--- src/rtl/phase_sequencer_if.sv ---
// ---------------------------------------------------------------------------
// phase_sequencer_if
//
// Purpose: bundles the control and status signals of the phase sequencer so
// that a controller (master) and the sequencer (slave) share one port.
//
// Signals:
//   start       master -> slave  one-cycle request to begin / restart a run
//   abort       master -> slave  forces an immediate return to IDLE
//   stage_done  master -> slave  [0] mem, [1] pe, [2] 3b3, [3] 2b2 done
//   rst_mem     slave -> master  1 = mem stage held in reset
//   rst_pe      slave -> master  1 = pe stage held in reset
//   rst_3b3     slave -> master  1 = 3b3 stage held in reset
//   rst_2b2     slave -> master  1 = 2b2 stage held in reset
//   rst_disp    slave -> master  1 = display stage held in reset
//   phase       slave -> master  encoded current state
//   busy        slave -> master  run in progress
//   error       slave -> master  hang detected
// ---------------------------------------------------------------------------
interface phase_sequencer_if;
  logic       start;
  logic       abort;
  logic [3:0] stage_done;
  logic       rst_mem;
  logic       rst_pe;
  logic       rst_3b3;
  logic       rst_2b2;
  logic       rst_disp;
  logic [2:0] phase;
  logic       busy;
  logic       error;

  modport master (
    output start,
    output abort,
    output stage_done,
    input  rst_mem,
    input  rst_pe,
    input  rst_3b3,
    input  rst_2b2,
    input  rst_disp,
    input  phase,
    input  busy,
    input  error
  );

  modport slave (
    input  start,
    input  abort,
    input  stage_done,
    output rst_mem,
    output rst_pe,
    output rst_3b3,
    output rst_2b2,
    output rst_disp,
    output phase,
    output busy,
    output error
  );
endinterface

--- src/rtl/phase_sequencer.sv ---
// ---------------------------------------------------------------------------
// phase_sequencer
//
// Purpose: walks a four-stage pipeline (mem -> pe -> 3b3 -> 2b2) out of reset
// one stage at a time and then releases the display stage. Each stage must
// dwell at least two cycles and leaves when its done flag is seen. An
// optional watchdog sends a stage that never finishes to an error state.
//
// Parameters:
//   TIMEOUT  cycles a stage may run before it is declared hung (2..2^24-1)
//   CNT_W    width of the dwell/timeout counter
//
// Ports:
//   clk      system clock, rising edge
//   rst      asynchronous, active-low reset
//   bus      phase_sequencer_if.slave: start/abort/stage_done in,
//            stage holds, phase, busy and error out (all registered)
//
// Configuration macro:
//   PHASE_SEQ_TIMEOUT_EN  when defined, a stage that reaches TIMEOUT-1
//                         counted cycles without its done goes to ERR.
//                         When undefined, ERR is unreachable, error stays 0
//                         and stages wait forever.
// ---------------------------------------------------------------------------
module phase_sequencer #(
  parameter int unsigned TIMEOUT = 100000,
  parameter int unsigned CNT_W   = 24
) (
  input  logic             clk,
  input  logic             rst,
  phase_sequencer_if.slave bus
);

  typedef enum logic [2:0] {
    IDLE = 3'd0,
    MEM  = 3'd1,
    PE   = 3'd2,
    C3   = 3'd3,
    C2   = 3'd4,
    DISP = 3'd5,
    ERR  = 3'd6
  } state_t;

`ifdef PHASE_SEQ_TIMEOUT_EN
  localparam bit TIMEOUT_EN = 1'b1;
`else
  localparam bit TIMEOUT_EN = 1'b0;
`endif

  localparam logic [CNT_W-1:0] TMO_LAST = CNT_W'(TIMEOUT - 1);
  localparam logic [CNT_W-1:0] CNT_MAX  = '1;

  // Hold patterns, bit order {mem, pe, 3b3, 2b2, disp}.
  localparam logic [4:0] HOLD_ALL  = 5'b11111;
  localparam logic [4:0] HOLD_MEM  = 5'b01111;
  localparam logic [4:0] HOLD_PE   = 5'b00111;
  localparam logic [4:0] HOLD_C3   = 5'b00011;
  localparam logic [4:0] HOLD_C2   = 5'b00001;
  localparam logic [4:0] HOLD_NONE = 5'b00000;

  state_t           state_q, state_d;
  logic [CNT_W-1:0] cnt_q, cnt_d;
  logic [4:0]       hold_q, hold_d;
  logic [2:0]       phase_q, phase_d;
  logic             busy_q, busy_d;
  logic             error_q, error_d;

  logic             dwell_ok;
  logic             timeout_hit;

  // A done flag only counts once the stage has spent one full cycle in
  // place, which gives every stage a minimum dwell of two cycles.
  assign dwell_ok    = (cnt_q != '0);
  assign timeout_hit = TIMEOUT_EN && (cnt_q == TMO_LAST);

  // Next-state logic. A qualifying done is checked before the watchdog so
  // that a stage finishing on its last allowed cycle still advances. Abort
  // is applied last so it overrides every other decision.
  always_comb begin
    state_d = state_q;
    case (state_q)
      IDLE: begin
        if (bus.start) state_d = MEM;
      end
      MEM: begin
        if (bus.stage_done[0] && dwell_ok) state_d = PE;
        else if (timeout_hit)              state_d = ERR;
      end
      PE: begin
        if (bus.stage_done[1] && dwell_ok) state_d = C3;
        else if (timeout_hit)              state_d = ERR;
      end
      C3: begin
        if (bus.stage_done[2] && dwell_ok) state_d = C2;
        else if (timeout_hit)              state_d = ERR;
      end
      C2: begin
        if (bus.stage_done[3] && dwell_ok) state_d = DISP;
        else if (timeout_hit)              state_d = ERR;
      end
      DISP: begin
        if (bus.start) state_d = MEM;
      end
      ERR: begin
        state_d = ERR;
      end
      default: begin
        state_d = IDLE;
      end
    endcase
    if (bus.abort) state_d = IDLE;
  end

  // Dwell counter restarts on every transition and otherwise counts up,
  // sticking at its maximum rather than wrapping back to zero.
  always_comb begin
    cnt_d = cnt_q;
    if (state_d != state_q) begin
      cnt_d = '0;
    end else if (cnt_q != CNT_MAX) begin
      cnt_d = cnt_q + 1'b1;
    end
  end

  // Outputs are decoded from the next state so that once registered they
  // change on the same edge as the state register.
  always_comb begin
    hold_d  = HOLD_ALL;
    busy_d  = 1'b0;
    phase_d = state_d;
    error_d = TIMEOUT_EN && (state_d == ERR);
    case (state_d)
      MEM: begin
        hold_d = HOLD_MEM;
        busy_d = 1'b1;
      end
      PE: begin
        hold_d = HOLD_PE;
        busy_d = 1'b1;
      end
      C3: begin
        hold_d = HOLD_C3;
        busy_d = 1'b1;
      end
      C2: begin
        hold_d = HOLD_C2;
        busy_d = 1'b1;
      end
      DISP: begin
        hold_d = HOLD_NONE;
      end
      default: begin
        hold_d = HOLD_ALL;
      end
    endcase
  end

  // State, counter and registered outputs.
  always_ff @(posedge clk or negedge rst) begin
    if (!rst) begin
      state_q <= IDLE;
      cnt_q   <= '0;
      hold_q  <= HOLD_ALL;
      phase_q <= 3'd0;
      busy_q  <= 1'b0;
      error_q <= 1'b0;
    end else begin
      state_q <= state_d;
      cnt_q   <= cnt_d;
      hold_q  <= hold_d;
      phase_q <= phase_d;
      busy_q  <= busy_d;
      error_q <= error_d;
    end
  end

  assign bus.rst_mem  = hold_q[4];
  assign bus.rst_pe   = hold_q[3];
  assign bus.rst_3b3  = hold_q[2];
  assign bus.rst_2b2  = hold_q[1];
  assign bus.rst_disp = hold_q[0];
  assign bus.phase    = phase_q;
  assign bus.busy     = busy_q;
  assign bus.error    = error_q;

endmodule

--- src/flat_wrapper.sv ---
// flat-port wrapper written by rule: the top's interface ports become plain ports
module phase_sequencer_flat 
#(
  parameter int unsigned TIMEOUT = 100000,
  parameter int unsigned CNT_W   = 24
)
  (clk, rst, bus_start, bus_abort, bus_stage_done, bus_rst_mem, bus_rst_pe, bus_rst_3b3, bus_rst_2b2, bus_rst_disp, bus_phase, bus_busy, bus_error);
  phase_sequencer_if bus_i ();
  input  logic clk;
  input  logic rst;
  input wire logic [$bits(bus_i.start)-1:0] bus_start;
  input wire logic [$bits(bus_i.abort)-1:0] bus_abort;
  input wire logic [$bits(bus_i.stage_done)-1:0] bus_stage_done;
  output wire logic [$bits(bus_i.rst_mem)-1:0] bus_rst_mem;
  output wire logic [$bits(bus_i.rst_pe)-1:0] bus_rst_pe;
  output wire logic [$bits(bus_i.rst_3b3)-1:0] bus_rst_3b3;
  output wire logic [$bits(bus_i.rst_2b2)-1:0] bus_rst_2b2;
  output wire logic [$bits(bus_i.rst_disp)-1:0] bus_rst_disp;
  output wire logic [$bits(bus_i.phase)-1:0] bus_phase;
  output wire logic [$bits(bus_i.busy)-1:0] bus_busy;
  output wire logic [$bits(bus_i.error)-1:0] bus_error;
  assign bus_i.start = bus_start;
  assign bus_i.abort = bus_abort;
  assign bus_i.stage_done = bus_stage_done;
  assign bus_rst_mem = bus_i.rst_mem;
  assign bus_rst_pe = bus_i.rst_pe;
  assign bus_rst_3b3 = bus_i.rst_3b3;
  assign bus_rst_2b2 = bus_i.rst_2b2;
  assign bus_rst_disp = bus_i.rst_disp;
  assign bus_phase = bus_i.phase;
  assign bus_busy = bus_i.busy;
  assign bus_error = bus_i.error;
  phase_sequencer #(.TIMEOUT(TIMEOUT), .CNT_W(CNT_W)) u_core (.clk(clk), .rst(rst), .bus(bus_i));
endmodule
--- config.mk ---
export PLATFORM = sky130hd
export DESIGN_NAME = phase_sequencer_flat
export DESIGN_NICKNAME = d
export VERILOG_FILES = /design/src/rtl/phase_sequencer_if.sv /design/src/rtl/phase_sequencer.sv /design/src/flat_wrapper.sv
export SDC_FILE = /design/constraint.sdc
export NUM_CORES = 1
export LEC_CHECK = 0
export ABC_AREA = 1
export CAP_MARGIN = 40
export CELL_PAD_IN_SITES_DETAIL_PLACEMENT = 0
export CELL_PAD_IN_SITES_GLOBAL_PLACEMENT = 2
export CORE_AREA = 4 4 81 83
export CTS_CLUSTER_SIZE = 30
export DETAILED_ROUTE_END_ITERATION = 8
export DIE_AREA = 0 0 85 87
export PLACE_DENSITY = 0.81
export SLEW_MARGIN = 20
export SYNTH_ARGS = -nofsm -noshare
export SYNTH_HDL_FRONTEND = slang
export SYNTH_SLANG_ARGS = --single-unit
--- constraint.sdc ---
create_clock -name clk -period 4.6 [get_ports clk]
set_input_delay 0.92 -clock clk [delete_from_list [all_inputs] [get_ports clk]]
set_output_delay 0.92 -clock clk [all_outputs]
set_load 0.02 [all_outputs]
# After elaboration in Yosys (flattened, before gate mapping)
# Cells that the tools add are included.
[totals] output_inout_bits=10 inputBits=8 register_bits=33
[op_classes] n_mux=11 n_reduce_logical=9 eq_ne=13 add_sub_neg=1
[ops] op="24-bit two-way mux" count=2
[ops] op="5-bit case mux with 5 select lines" count=1
[ops] op="24-bit by 1-bit adder with 24-bit output (second input constant)" count=1
[ops] op="24-bit != test (second input constant)" count=1
[ops] op="24-bit nonzero test" count=1
[ops] op="3-bit two-way mux" count=6
[ops] op="3-bit case mux with 6 select lines" count=1
[ops] op="3-bit == test (second input constant)" count=5
[ops] op="3-bit by 2-bit == test with 1-bit output (second input constant)" count=4
[ops] op="3-bit by 1-bit == test with 1-bit output (second input constant)" count=2
[ops] op="1-bit logical AND" count=4
[ops] op="4-bit OR reduction" count=1
[ops] op="3-bit zero test" count=1
[ops] op="3-bit != test" count=1
[ops] op="2-bit nonzero test" count=1
[ops] op="2-bit OR reduction" count=1
[ops] op="1-bit two-way mux" count=1

# Depth between registers and ports, before layout
# Gate-level depths: netlist (run 1).
[logic_depth] ltp_word=8 depth_mapped=17

# Worst setup path after synthesis (run 1)
# No wires, ideal clock.
[synth_timing] path_kind="input port to flip-flop" from="in bus_start" to="reg u_core.cnt_q[11]" t_arrival_ns=1.810 n_path_buf=1 required_ns=4.529 stages=10 setup_slack_ns=2.719 setup_time_ns=0.071 cell_sequence="o21ai_0 -> nand2_1 -> o21ai_2 -> nand2_2 -> nand2_1 -> nand2_1 -> nor2_4 -> nand2_4 -> buf_6 -> nor2_1"
[synth_via] elab_chain_cells=5
[synth_lines] element="start, declared" line_no="flat_wrapper.sv:11" rtl="input wire logic [$bits(bus_i.start)-1:0] bus_start;"
[synth_lines] element="3-bit two-way mux (*)" line_no="phase_sequencer.sv:83, phase_sequencer.sv:102"
[synth_lines] element="3-bit case mux with 6 select lines (*)" line_no="phase_sequencer.sv:81" rtl="case (state_q)"
[synth_lines] element="3-bit two-way mux (*)" line_no="phase_sequencer.sv:111" rtl="if (bus.abort) state_d = IDLE;"
[synth_lines] element="3-bit != test (*)" line_no="phase_sequencer.sv:118" rtl="if (state_d != state_q) begin"
[synth_lines] element="24-bit two-way mux / 2-bit nonzero test (equally long branches)"
[synth_lines] element="end signal, assigned" line_no="phase_sequencer.sv:169" rtl="cnt_q <= cnt_d;"
[synth_lines] element="end, declared" line_no="phase_sequencer.sv:62" rtl="logic [CNT_W-1:0] cnt_q, cnt_d;"
# Mark *: on every way between the ends. The rest lies on a longest branch, timed or not.
# A chain may end at the register's enable or synchronous reset.

# Worst setup path after layout (run 1)
[layout_timing] from="reg u_core.hold_q[0]" to="out bus_rst_disp"
[layout_rtl] element="start, declared" line_no="phase_sequencer.sv:63" rtl="logic [4:0] hold_q, hold_d;"
[layout_rtl] element="start signal, assigned" line_no="phase_sequencer.sv:170" rtl="hold_q <= hold_d;"
[layout_rtl] element="end, declared" line_no="flat_wrapper.sv:18" rtl="output wire logic [$bits(bus_i.rst_disp)-1:0] bus_rst_disp;"
# No word-level cell between the ends.

==> metrics, run 1 <==
status finished clean; initial antenna violation count 0; P per Cell Area roughly 370 nW/um2; clock sinks 33; Starting DRT DRC Count 69; DIE AREA approximately 7400 um2; CTS tree done; Worst path max stage delay around 600 ps; proportion of layout cells with a drive suffix above 1 between 10% and 20%; Netlist cell types 32; cell area after synthesis between 2000 and 2500 um2; Top delay family on crit path buffers and inverters; CTS buffer count 5; Antenna Nets Post-Route 0; Initial Util approximately a third; core footprint 5850 um2; largest net degree at the start of global routing 34; DR pass1 iterations 4; post-synthesis sequential area ratio between 40% and 50%; Clk pin slew, worst setup/hold paths 70 ps; die height between 80 and 90 um; RSZ-0062 raised after global routing no; Antenna diodes 0; Top Ports 18; DP HPWL about 3100 um; global placement routability congestion just over 0.8; Mapped Cells roughly 260; crit-path max FO 1; Post-Syn Nets ~270; P_leak roughly 0.0011 uW; top post-synthesis cells by count nand2_1 (50), nor2_1 (35), inv_1 (32); Worst VDD drop 0.000223 V; synth top area cells dfrtp_1 (35%), nand2_1 (9.3%), dfstp_2 (6.5%), nor2_1 (6.5%), nor2_2 (6.5%); Max-Cap Viols 0; critical path launch point type flip-flop; Post-Route WL 4240 um; crit path buf inv count 1; final period utilization between 50% and 60%; via count about 1,600; Setup Buffers After CTS 0; #FFs+latches synth 33; CP arrival about 1400 ps; deepest clock path buffer count 2; DRC violations left 0; HP Class reg2reg; Post-synth EDFFs 0; Final Hold Slack slightly above 600 ps; area growth from synthesis to layout 16.5%; grt ovf 0; Post-CTS Hold Fix Bufs 0; Root Buffer clkbuf_8; final std cells w/o fill around 360; TNS Setup 0 ps; Synth top area share about a third; area leader, netlist dfrtp_1; row count 28; kind of critical path reg2out; # setup viols final 0; worst-path cell chain clkdlybuf4s50_1; Clk Latency, worst-skew pair around 290 ps; vias in the first global route 1,607; Mean Syn Cell Area 7.83 um2; PortBufs 16; async set-reset flop share out of synthesis 100%; Worst setup EP type output pin; Resized cells post-CTS 0; Vias/cell about 4.5; slowest CP cell clkdlybuf4s50_1; GRT Util Overall approximately 13%; # nets final 289; Die W approximately 85 um; Synth Flop Type dfrtp_1; CP required between 3000 and 4000 ps; count leader, synth nand2_1; fin. max-slew vios 0; Cells after DPL between 300 and 400; Hold Fails Final Rpt 0; first-pass GRT wire length 7330 um; Clock Skew around 3.4 ps; maximum clock rate between 400 and 500 MHz; H-tree Lvls 2; DR WL/cell about 12 um; synth warn 0; final worst path period need between 2000 and 2500 ps
==> placed cells by master (no fill, tap or decap), drive strengths merged <==
master / n
dfstp: 5
o22ai: 1
dfrtp: 28
clkinv: 1
o21ai: 10
conb: 1
nor2: 57
ha: 2
nor4: 2
nand3: 22
nor3: 6
clkinvlp: 1
nand3b: 1
bufinv: 1
and2: 1
clkbuf: 5
clkdlybuf4s50: 16
xnor2: 1
xor2: 13
o21a: 1
inv: 33
buf: 1
nand2: 59
or2: 1
nand4: 11
==> where the power goes <==
| group | leakage [uW] | switching, uW | internal [uW] |
|---|---|---|---|
| Combinational | 0.000607 | 165 | 86.7 |
| Clock | 0.0000543 | 115 | 162 |
| Sequential | 0.000439 | 21.6 | 318 |
==> registers in the layout, summed over array words and instances, names as in the netlist <==
signal	flops
u_core.cnt_q	24
u_core.state_q	3
u_core.hold_q	5
u_core.bus.busy	1
==> cell families after synthesis <==
family,count (synthesis),synth area share (%)
compound gates,12,3.33
xor+xnor,14,6.05
fa+ha+maj,2,1.23
buf+inv,37,8.15
flops,33,41.0
other cells,1,0.185
simple gates,160,40.0
==> worst paths after layout <==
check,from,to,slack [ps],depth (start not counted)
hold / removal,u_core.cnt_q[8]$_DFFE_PN0P_,u_core.cnt_q[8]$_DFFE_PN0P_,600,2
min in group asynchronous,rst,u_core.cnt_q[9]$_DFFE_PN0P_,1040,2
hold reg to reg,u_core.cnt_q[8]$_DFFE_PN0P_,u_core.cnt_q[8]$_DFFE_PN0P_,600,2
setup / recovery,u_core.hold_q[0]$_DFF_PN1_,bus_rst_disp,2270,1
max in group asynchronous,rst,u_core.hold_q[0]$_DFF_PN1_,3220,2
setup reg to reg,u_core.cnt_q[0]$_DFFE_PN0P_,u_core.cnt_q[7]$_DFFE_PN0P_,2430,10
==> area by class of cell <==
class                   count  area (um2)
multi-input cells         189        1030
repair buffers             17         168
flip-flops and latches     33         832
fillers                   575        3490
well taps                  75        93.8
inverters                  33         124
clock buffers               5        68.8
clock inverters             3        46.3
==> metal layers <==
layer | global-route usage [%] | vias to the layer above | share of wire, %
met5 | 0 | - | 0
met4 | 4.75 | 0 | 1.4
met3 | 3.88 | 8 | 3.6
met2 | 19.6 | 16 | 46
met1 | 16.5 | 729 | 49
li1 | - | 857 | -
==> stage by stage <==
| step | setup WS [ps] | power, uW | util [%] | instance area, um2 |
|---|---|---|---|---|
| after floorplan | 2720 | 543 | - | 2030 |
| after global placement | 2060 | 606 | 38.4 | 2250 |
| after detailed placement | 2020 | 604 | 38.4 | 2250 |
| after CTS | 2240 | 889 | 40.4 | 2360 |
| after global routing | 2160 | 937 | 40.4 | 2360 |
| final | 2270 | 868 | 40.4 | 2360 |
Power figures use the tool's default switching activity.
==> run 2, diff against run 1 <==
CORE_AREA = 4 4 88 90   (was 4 4 81 83)
DIE_AREA = 0 0 92 94   (was 0 0 85 87)
PLACE_DENSITY = 0.72   (was 0.81)
clock period = 1.9 ns   (was 4.6 ns; I/O delays follow)
==> metrics, run 2 (synthesized netlist as in run 1, its figures left out) <==
largest net degree at the start of global routing 34; failing checks setup timing; Vias/cell around 4.3; Largest register FFs 24; Initial Util ~29%; Antenna diodes 0; Starting DRT DRC Count 45; Worst setup EP type flip-flop; Post-Place Setup Slack -70.8 ps; Worst R2R Start u_core.cnt_q[1]$_DFFE_PN0P_; DR WL/cell 11.5 um; Post-CTS Hold Fix Bufs 0; Root Buffer clkbuf_8; Hold Fails Final Rpt 0; final period utilization 104%; crit-path max FO 9; crit path buf inv count 4; biggest regs u_core.cnt_q: 24 flops, u_core.hold_q: 5 flops, u_core.state_q: 3 flops; CTS tree done; worst reg2reg setup slack -70 ps; global placement routability congestion roughly 0.76; # nets final approximately 320; Reg2Reg Capture Point u_core.cnt_q[15]$_DFFE_PN0P_; area post-placement about 2500 um2; deepest clock path buffer count 2; clock sinks 33; slowest CP cell dfrtp_1; vias in the first global route between 1,500 and 2,000; DIE AREA 8650 um2; final worst slack -67.4 ps; first-pass GRT wire length roughly 8300 um; DR pass1 iterations 4; Clk pin slew, worst setup/hold paths approximately 70 ps; final worst path period need around 2000 ps; proportion of layout cells with a drive suffix above 1 about a third; Top Ports 18; Max-Cap Viols 0; Die W 92 um; # setup viols final 24; die height roughly 94 um; kind of critical path reg2reg; Clk Latency, worst-skew pair just under 300 ps; Worst R2R Path Depth 17; initial antenna violation count 0; P per Cell Area between 800 and 900 nW/um2; area growth from synthesis to layout 37.7%; Most flops, register u_core.cnt_q; HP Class in2async; DRC violations left 0; Top delay family on crit path simple AND/OR/NAND/NOR gates; PortBufs 16; most frequent cells in the layout nand2_1 (43), nor2_1 (29), buf_4 (28), dfrtp_1 (28); CP required between 2000 and 2500 ps; Worst VDD drop about 0.00057 V; Antenna Nets Post-Route 0; Clock Skew between 8 and 9 ps; post-route cell area around 2800 um2; H-tree Lvls 2; grt ovf 0; CP arrival around 2200 ps; commonest non-fill, non-tap cell in the layout nand2_1; Worst path max stage delay ~390 ps; RSZ-0062 raised after global routing yes; DP HPWL 3670 um; critical path launch point type flip-flop; P_leak 0.00129 uW; Crit path top cell by count nand2_2; Post-Route WL 4780 um; Final Hold Slack approximately 500 ps; row count 31; fin. max-slew vios 0; GRT Util Overall 12.0%; status finished, violations left; CTS buffer count 5; worst-path cell chain inv_2 > ha_4 > inv_4 > nor2_1 > nand2_1 > nor2_2 > nand3_2 > nand2_2 > buf_4 > o21ai_4 > nand2_2 > nand2_1 > nand2_2 > nor2_4 > nand2_4 > buf_12 > nor2_1; core footprint approximately 7000 um2; via count between 1,500 and 2,000; maximum clock rate roughly 510 MHz
run 2: worst max path at each step:
stage | to | cells past startpoint | from | slack [ps]
4_1_cts | u_core.cnt_q[15]$_DFFE_PN0P_ | 16 | u_core.cnt_q[0]$_DFFE_PN0P_ | -60
3_5_place_dp | u_core.cnt_q[15]$_DFFE_PN0P_ | 16 | u_core.cnt_q[0]$_DFFE_PN0P_ | -70
6_report | u_core.cnt_q[15]$_DFFE_PN0P_ | 17 | u_core.cnt_q[1]$_DFFE_PN0P_ | -70
5_1_grt | u_core.cnt_q[15]$_DFFE_PN0P_ | 17 | u_core.cnt_q[0]$_DFFE_PN0P_ | -220
3_3_place_gp | u_core.cnt_q[11]$_DFFE_PN0P_ | 16 | u_core.cnt_q[0]$_DFFE_PN0P_ | -110
2_1_floorplan | u_core.cnt_q[3]$_DFFE_PN0P_ | 16 | u_core.cnt_q[0]$_DFFE_PN0P_ | 120
run 2: where the power goes:
part / internal (uW) / switching (uW)
Clock: 393 / 281
Sequential: 769 / 44.2
Combinational: 490 / 535
Total: 1650 / 860
run 2: cell type report:
type	instances	area (um2)
clock buffer	5	68.8
clock inverter	3	46.3
fill	751	4270
inverter	33	129
multi-input combinational	189	1100
sequential	33	832
tap	99	124
timing repair buffer	52	487
run 2: timing repair:
action / in CTS / in global routing
setup buffers: 2 / 3
gates resized for setup: 11 / 22
setup endpoints to repair: 25 / 30
pin swaps: 1 / 4
run 2: metrics by stage:
step | instances | utilization [%] | power, uW | TNS, ps
floorplan | 259 | - | 1320 | 0
global placement | 401 | 36.0 | 1690 | -2260
detailed placement | 401 | 36.0 | 1690 | -1350
CTS | 411 | 38.3 | 2460 | -1080
global route | 414 | 39.5 | 2690 | -4990
finish | 414 | 39.5 | 2510 | -1290
run 2: per-layer routing:
layer	wire [um]	share of wire, %	global-route usage (%)
met1	2280	48	15.3
met2	2270	48	19.6
met3	174	3.6	3.45
met4	46	0.96	3.34
met5	0	0	0
==> run 3, diff against run 2 <==
--- a/config.mk
+++ b/config.mk
@@ -16,2 +16,3 @@
 export PLACE_DENSITY = 0.72
+export REMOVE_ABC_BUFFERS = 1
 export SLEW_MARGIN = 20
--- a/constraint.sdc
+++ b/constraint.sdc
@@ -3,2 +3,2 @@
 set_output_delay 0.38 -clock clk [all_outputs]
-set_load 0.02 [all_outputs]
+set_load 0.005 [all_outputs]
==> metrics, run 3 (synthesized netlist as in run 1, its figures left out) <==
global placement routability congestion ~0.8; maximum clock rate ~500 MHz; H-tree Lvls 2; TNS Setup -1490 ps; final worst path period need between 1500 and 2000 ps; CTS buffer count 5; HP Class in2async; Worst R2R Start u_core.cnt_q[0]$_DFFE_PN0P_; RSZ-0062 raised after global routing yes; Hold Fails Final Rpt 0; Reg power frac approximately a third; post-route cell area 2910 um2; Largest register FFs 24; Post-CTS Hold Fix Bufs 0; Clk pin slew, worst setup/hold paths 80 ps; Antenna Nets Post-Route 0; Final Hold Slack approximately 500 ps; crit-path max FO 15; area post-placement 2580 um2; fin. max-slew vios 0; Antenna diodes 0; initial antenna violation count 0; Most flops, register u_core.cnt_q; Logic pwr share roughly 45%; P per Cell Area 849 nW/um2; M3 GR Usage 3.29%; Max-Cap Viols 0; CTS tree done; critical path launch point type flip-flop; kind of critical path reg2reg; final period utilization 105%; vias in the first global route about 1,800; Vias/cell 4.25; DR pass1 iterations 4; via count between 1,500 and 2,000; multi-input logic area 1160 um2; Clk Latency, worst-skew pair around 290 ps; Worst R2R Path Depth 11; Initial Util ~29%; DR WL/cell 11.9 um; row count 31; proportion of layout cells with a drive suffix above 1 36.6%; P_sw between 800 and 900 uW; Top Ports 18; largest net degree at the start of global routing 34; biggest regs u_core.cnt_q: 24 flops, u_core.hold_q: 5 flops, u_core.state_q: 3 flops; deepest clock path buffer count 2; # setup viols final 24; Reg2Reg Capture Point u_core.cnt_q[19]$_DFFE_PN0P_; commonest non-fill, non-tap cell in the layout nand2_1; GR Util met2 approximately 20%; CP required approximately 2100 ps; # nets final 331; worst reg2reg setup slack -90 ps; core footprint 7060 um2; failing checks setup timing; final worst slack -94.9 ps; status finished, violations left; clock share of power ~23%; Starting DRT DRC Count 54; Post-Route WL 5010 um; area growth from synthesis to layout 43.6%; P_leak 0.00135 uW; # fillers 757; Die W between 90 and 100 um; Root Buffer clkbuf_8; CP startpoint u_core.cnt_q[0]$_DFFE_PN0P_; DIE AREA approximately 8600 um2; clock sinks 33; met1 Usage GRT 17.0%; first-pass GRT wire length about 8600 um; GRT Util Overall about an eighth; Clock Skew approximately 10 ps; Internal Power approximately 1600 uW; most frequent cells in the layout nand2_1 (44), buf_4 (33), nor2_1 (29); PortBufs 16; register area ~830 um2; Worst VDD drop between 0.0004 and 0.0005 V; Worst setup EP type flip-flop; DRC violations left 0; grt peak-use layer met2; Sw Share between 30 and 40%; die height roughly 94 um; grt ovf 0; DP HPWL 3690 um; CP arrival between 2000 and 2500 ps
[run 3: how the worst max path moves through the flow]
| stage | to | cells past startpoint |
|---|---|---|
| after floorplan | u_core.cnt_q[0]$_DFFE_PN0P_ | 15 |
| after global placement | u_core.hold_q[4]$_DFF_PN1_ | 18 |
| after detailed placement | u_core.cnt_q[0]$_DFFE_PN0P_ | 18 |
| after CTS | u_core.cnt_q[0]$_DFFE_PN0P_ | 18 |
| after global routing | u_core.cnt_q[12]$_DFFE_PN0P_ | 18 |
| final | u_core.cnt_q[19]$_DFFE_PN0P_ | 11 |
[run 3: what timing repair did]
item,CTS,global route
setup buffers,5,1
pin swaps,2,3
resized for setup,17,24
endpoints found under the setup margin,27,31
cloned,0,1
[run 3: worst max-delay path, cell delays in order, from the launching register on]
cell	delay (ps)
dfrtp_1	360
buf_4	110
ha_2	170
nand3_1	90
nor2_2	130
nand2_2	100
nor3_4	210
nand4_4	120
buf_12	170
nand3b_1	180
xor2_2	200
nor2_4	50
[run 3: stage by stage]
| stage | setup slack [ps] | total power (uW) | instances | utilization, % |
|---|---|---|---|---|
| after detailed placement | -103 | 1670 | 406 | 36.5 |
| after global placement | -75.7 | 1660 | 406 | 36.5 |
| after CTS | -82.4 | 2370 | 419 | 39.3 |
| final | -94.9 | 2470 | 421 | 41.2 |
| after global routing | -290 | 2650 | 421 | 41.2 |
| after floorplan | 85.3 | 1230 | 255 | - |
[run 3: final cells by class]
| type | instances | share of cell area (%) |
|---|---|---|
| Tap cell | 99 | 4.26 |
| Clock buffer | 8 | 3.10 |
| Inverter | 33 | 4.43 |
| Sequential cell | 33 | 28.6 |
| Timing Repair Buffer | 59 | 19.9 |
| Multi-Input combinational cell | 189 | 39.8 |
[run 3: layer usage]
layer / vias up / wire [um]
li1: 937 / -
met1: 827 / 2440
met2: 21 / 2380
met3: 4 / 155
met4: 0 / 36
met5: - / 0
[run 3: power groups by stage]
stage / Clock [uW] / Combinational, uW / Sequential (uW)
final: 563 / 1110 / 804
after CTS: 602 / 965 / 803
after global placement: 0 / 844 / 817
after global routing: 631 / 1210 / 812
after floorplan: 0 / 402 / 824
after detailed placement: 0 / 856 / 815
